**src/rtl/instr_fetch_unit.sv**
```systemverilog
`default_nettype none
// ============================================================================
// Module   : instr_fetch_unit
// Purpose  : Instruction fetch unit: one-cycle-latency IMEM reads, 2-entry
//            {pc,instr} output FIFO, redirect flush. Optional macro
//            IFETCH_BYPASS_EN forwards a returning word straight to out_*.
// Revision : 1.0  initial release
// ============================================================================
module instr_fetch_unit #(
  parameter logic [31:0] RESET_PC = 32'h0000_0000
) (
  input  logic        clk,
  input  logic        rst,
  output logic [11:0] imem_addr,
  input  logic [31:0] imem_rdata,
  output logic [3:0]  imem_wea,
  input  logic        redirect_valid,
  input  logic [31:0] redirect_pc,
  output logic        out_valid,
  input  logic        out_ready,
  output logic [31:0] out_pc,
  output logic [31:0] out_instr
);

  logic [31:0] fetch_pc_q, fetch_pc_d;
  logic        inflight_q, inflight_d;
  logic [31:0] inflight_pc_q, inflight_pc_d;
  logic [1:0]  count_q, count_d;
  logic [31:0] pc0_q, pc0_d, pc1_q, pc1_d;
  logic [31:0] ins0_q, ins0_d, ins1_q, ins1_d;

  logic [31:0] target_pc;
  logic [31:0] issue_pc;
  logic        fifo_empty;
  logic        bypass;
  logic        pop;
  logic        fifo_pop;
  logic        push;
  logic        issue;
  logic [2:0]  pending;

  assign target_pc  = redirect_pc & 32'hFFFF_FFFC;
  assign issue_pc   = (redirect_valid && !rst) ? target_pc : fetch_pc_q;
  assign imem_addr  = issue_pc[13:2];
  assign imem_wea   = 4'b0000;
  assign fifo_empty = (count_q == 2'd0);

`ifdef IFETCH_BYPASS_EN
  // An empty FIFO lets the returning RAM word drive the outputs directly.
  assign bypass    = fifo_empty && inflight_q;
  assign out_valid = !fifo_empty || inflight_q;
  assign out_pc    = !fifo_empty ? pc0_q  : (inflight_q ? inflight_pc_q : 32'h0);
  assign out_instr = !fifo_empty ? ins0_q : (inflight_q ? imem_rdata    : 32'h0);
`else
  assign bypass    = 1'b0;
  assign out_valid = !fifo_empty;
  assign out_pc    = fifo_empty ? 32'h0 : pc0_q;
  assign out_instr = fifo_empty ? 32'h0 : ins0_q;
`endif

  assign pop      = out_valid && out_ready;
  assign fifo_pop = pop && !fifo_empty;
  assign push     = inflight_q && !(bypass && out_ready);
  // Words stored plus words still coming back must never exceed the FIFO depth.
  assign pending  = {1'b0, count_q} + {2'b00, inflight_q} - {2'b00, pop};
  assign issue    = redirect_valid || (pending < 3'd2);

  always_comb begin
    fetch_pc_d    = fetch_pc_q;
    inflight_d    = issue;
    inflight_pc_d = inflight_pc_q;
    if (issue) begin
      fetch_pc_d    = issue_pc + 32'd4;
      inflight_pc_d = issue_pc;
    end
  end

  always_comb begin
    pc0_d   = pc0_q;
    pc1_d   = pc1_q;
    ins0_d  = ins0_q;
    ins1_d  = ins1_q;
    count_d = count_q;
    if (fifo_pop) begin
      pc0_d   = pc1_q;
      ins0_d  = ins1_q;
      count_d = count_q - 2'd1;
    end
    // A redirect drops both the stored words and the word returning now.
    if (redirect_valid) begin
      count_d = 2'd0;
    end else if (push) begin
      if (count_d == 2'd0) begin
        pc0_d  = inflight_pc_q;
        ins0_d = imem_rdata;
      end else begin
        pc1_d  = inflight_pc_q;
        ins1_d = imem_rdata;
      end
      count_d = count_d + 2'd1;
    end
  end

  always_ff @(posedge clk or posedge rst) begin
    if (rst) begin
      fetch_pc_q    <= RESET_PC;
      inflight_q    <= 1'b0;
      inflight_pc_q <= 32'h0;
      count_q       <= 2'd0;
      pc0_q         <= 32'h0;
      pc1_q         <= 32'h0;
      ins0_q        <= 32'h0;
      ins1_q        <= 32'h0;
    end else begin
      fetch_pc_q    <= fetch_pc_d;
      inflight_q    <= inflight_d;
      inflight_pc_q <= inflight_pc_d;
      count_q       <= count_d;
      pc0_q         <= pc0_d;
      pc1_q         <= pc1_d;
      ins0_q        <= ins0_d;
      ins1_q        <= ins1_d;
    end
  end

endmodule
`default_nettype wire

```
**config.mk**
```make
export PLATFORM = sky130hd
export DESIGN_NAME = instr_fetch_unit
export DESIGN_NICKNAME = d
export VERILOG_FILES = /design/src/rtl/instr_fetch_unit.sv
export SDC_FILE = /design/constraint.sdc
export NUM_CORES = 1
export LEC_CHECK = 0
export ABC_AREA = 1
export ABC_CLOCK_PERIOD_IN_PS = 9500
export CAP_MARGIN = 25
export CORE_MARGIN = 1.5
export CORE_UTILIZATION = 45
export CTS_BUF_LIST = sky130_fd_sc_hd__clkbuf_16
export CTS_CLUSTER_DIAMETER = 30
export DETAILED_ROUTE_END_ITERATION = 10
export PLACE_DENSITY = 0.69
export RECOVER_POWER = 100
export SLEW_MARGIN = 40
export SYNTH_ARGS = -nofsm -noshare
export SYNTH_HDL_FRONTEND = slang
export SYNTH_SLANG_ARGS = --single-unit
```
**constraint.sdc**
```tcl
create_clock -name clk -period 9.5 [get_ports clk]
set_input_delay 1.9 -clock clk [delete_from_list [all_inputs] [get_ports clk]]
set_output_delay 1.9 -clock clk [all_outputs]
set_load 0.03 [all_outputs]
```
==> run_results.csv <==
group,metric,value,unit
setup_path,worst_setup_path_start_kind,"input port",
global_route,globalRouteOverflowTotal,0,
floorplanning,die_h,147,um
cts,cts_tree,"yes",
floorplanning,coreArea,20300,sq um
setup_path,crit_fanout,65,
floorplanning,initial_core_util,45.9,%
cts,post_cts_resized,0,
outcome,outcome,"finished, violations left",
sta,finalClockSkew,0.0129,ns
floorplanning,floorplan.io_pins,149,
route,post_drt_via_cell_ratio,4.89,
route,drt_drc_violations_left,0,
setup_path,critPathCaptureType,"flop",
route,postRouteWirelength,21.6,mm
logic_synthesis,post_synth_num_cell_types,34,
worst_hold_path,timing.hold.worst.start,"fetch_pc_q[31]",
floorplanning,row_count,52,
global_route,initial_antenna_violation_count,0,
setup_path,timing.critical_path.buf_inv,6,
route,initialDrtViolationCount,482,
power_and_ir_drop,vdd.ir_drop.worst,0.187,mV
route,drtPass1Iterations,5,
global_route,grtUsageTotal,20.6,%
layout,n_fill_cell,1890,
sta,worst_slew_margin_rel,-203,%
layout,seqCellArea,4730,sq um
setup_path,cp_slowest_cell,"clkbuf_1",
setup_path,reg2reg_from,"count_q[1]",
power_and_ir_drop,p_leak,5.60,nW
floorplanning,fp.dieW,147,um
placed_design,dp_hpwl,13.7,mm
global_route,grt_first_pass_wirelength,35.9,mm
cts,clk_pin_slew,0.07,ns
outcome,failed_checks,"capacitance limit, slew limit",
sta,layout_min_cycle_time,7.43,ns
layout,multiInputGateArea,3520,sq um
cts,clk_latency,0.43,ns
layout,number_of_nets_in_the_layout,1368,
sta,tightest_slew,4.54,ns
sta,setup_viol,0,
cts,clkSinkCount,189,
placed_design,place_congestion,0.895,
logic_synthesis,synth_seq_cells,189,
cts,max_h_tree_level,4,
logic_synthesis,yosys_warnings,0,
setup_path,timing.critical_path.slowest_cell_delay,1.96,ns
cts,cts_setup_buffers,0,
sta,rsz0062_at_grt,"no",
setup_path,cp_data_arrival_time,7.68,ns
layout,n_antenna_cell,0,
layout,post_route_cells_drive_above_1_share,5.05,%
layout,area.growth.synth_to_final,21.6,%
sta,setup_tns,0,ns
logic_synthesis,synth_seq_area_share,50.8,%
logic_synthesis,mappedNetlistArea,9320,sq um
global_route,vias_in_the_first_global_route,7105,
sta,min_period_over_period,78.2,%
placed_design,placed_cells,1545,
layout,most-common-layout-cells,"nand2_1 (240), dfrtp_1 (189), inv_1 (170)",
sta,fmax,0.135,GHz
setup_path,critical_path.startpoint,"out_ready",
worst_hold_path,min-delay-path-class,"flop to flop",
placed_design,port_buffers,142,
global_route,pin_count_of_the_biggest_net_entering_global_routing,91,
setup_path,cp.required,9.75,ns
cts,cts_hold_buf,0,
route,antenna_left,0,
cts,ctsRootBufferMaster,"clkbuf_16",
route,route.vias.total,7714,
sta,timing_hold_violations_final,0,
cts,clockBufferDepth,2,
setup_path,crit_path_cell_trace,"dlygate4sd3_1, nand2_1, clkinv_1, clkbuf_1, ha_1, inv_1, ha_1, inv_1, fa_1, xnor2_1, nand2_1, nand2_1, inv_1, nor2_1, a21boi_0, o31ai_1",
sta,timing.final.max_slew_violations,259,
cts,cts-buffers-inserted,17,
route,routed_wire_length_per_instance,13.7,um
setup_path,critical_path.top_delay_family,"buffers and inverters",
layout,most_common_library_cell_in_the_layout_ignoring_fill_and_taps,"nand2_1",
floorplanning,floorplan.die_area,21600,sq um
logic_synthesis,synthesis.area_per_instance,7.74,sq um
power_and_ir_drop,pwr_density_cell,352,nW/um^2
logic_synthesis,synthCells,1204,
layout,non_filler_cells_in_the_finished_layout,1577,
run,maxCapViolCount,4,
setup_path,setup_cp_type,"input port to flop",
==> metrics by stage <==
stage	worst slack (ns)	hold WS, ns	cell area [sq um]	power (mW)	utilization [%]
2_1_floorplan	3.90	0.442	9330	2.74	-
4_1_cts	3.30	0.481	11400	4.08	56.0
6_report	2.07	0.477	11300	3.99	55.8
3_5_place_dp	3.30	0.464	10800	3.34	53.1
3_3_place_gp	3.32	0.455	10800	3.29	53.1
5_1_grt	1.56	0.499	11300	4.33	55.8
==> state kept, by name (all words and copies together), names as in the netlist <==
name and count:
ins0_q 32, ins1_q 32, pc0_q 32, fetch_pc_q 30, inflight_pc_q 30, pc1_q 30
count_q 2, inflight_q 1
==> cells by family after synthesis <==
family / Yosys count / synth area share (%)
AOI/OAI and AO/OA: 243 / 14.2
adders and majority gates: 6 / 0.887
buffers and inverters: 258 / 11.5
and+or+nand+nor: 505 / 22.4
DFF: 189 / 50.8
xor gates and xnor gates: 2 / 0.188
other: 1 / 0.0403
==> layout make-up <==
type | instances | share of cell area, %
Tap cell | 270 | 2.98
Timing Repair Buffer | 151 | 13.0
Multi-Input combinational cell | 760 | 31.1
Clock inverter | 15 | 1.49
Sequential cell | 189 | 41.8
Clock buffer | 17 | 3.76
Inverter | 175 | 5.91
==> cell usage after synthesis <==
cell type	count	area share (%)
nand2_1	239	9.6
dfrtp_1	189	51
inv_1	170	6.9
nor2_1	166	6.7
o21ai_0	154	8.3
o22ai_1	64	4.3
nand3_1	63	3.4
clkbuf_1	49	2.0
buf_4	19	1.5
a21oi_1	11	0.59
nand2_2	11	0.74
buf_2	10	0.54
nor2_2	8	0.54
nor3_1	6	0.32
ha_1	5	0.67
nor2_4	5	0.60
inv_2	4	0.16
o21bai_1	4	0.32
buf_1	3	0.12
nand4_1	3	0.20
o211ai_1	3	0.24
o21ai_1	3	0.16
and2_1	2	0.13
buf_6	2	0.24
xnor2_1	2	0.19
a21boi_0	1	0.081
a31oi_1	1	0.067
conb_1	1	0.040
fa_1	1	0.21
inv_4	1	0.067
nand2_4	1	0.12
o21a_1	1	0.081
o31ai_1	1	0.081
or2_2	1	0.067
==> routing by layer <==
| layer | track usage (%) | vias to the layer above | wire length [um] |
|---|---|---|---|
| li1 | - | 3981 | - |
| met1 | 30.9 | 3523 | 10900 |
| met2 | 30.5 | 189 | 9420 |
| met3 | 3.79 | 21 | 1020 |
| met4 | 6.01 | 0 | 341 |
| met5 | 0 | - | 0 |
==> path summary, 6_finish.rpt <==
path / endpoint / slack [ns] / cells after the start
min in group asynchronous: fetch_pc_q[5] / 2.04 / 2
max in group asynchronous: pc0_q[19] / 2.75 / 3
worst max register to register: fetch_pc_q[11] / 2.89 / 19
worst min register to register: fetch_pc_q[31] / 0.48 / 2
worst min-delay path: fetch_pc_q[31] / 0.48 / 2
worst max-delay path: fetch_pc_q[11] / 2.07 / 16
==> worst min-delay path, cell delays in order (launching register included) <==
cell and delay (ns):
dfrtp_1 0.34, nand2_1 0.05, nand2_1 0.06
==> report_power, final <==
group	internal [mW]	switching (mW)	leakage (nW)
sequential	1.19	0.166	2.34
clock	0.414	0.312	0.297
combinational	0.634	1.27	2.96
total	2.24	1.74	5.60
(Power assumes the default switching activity.)
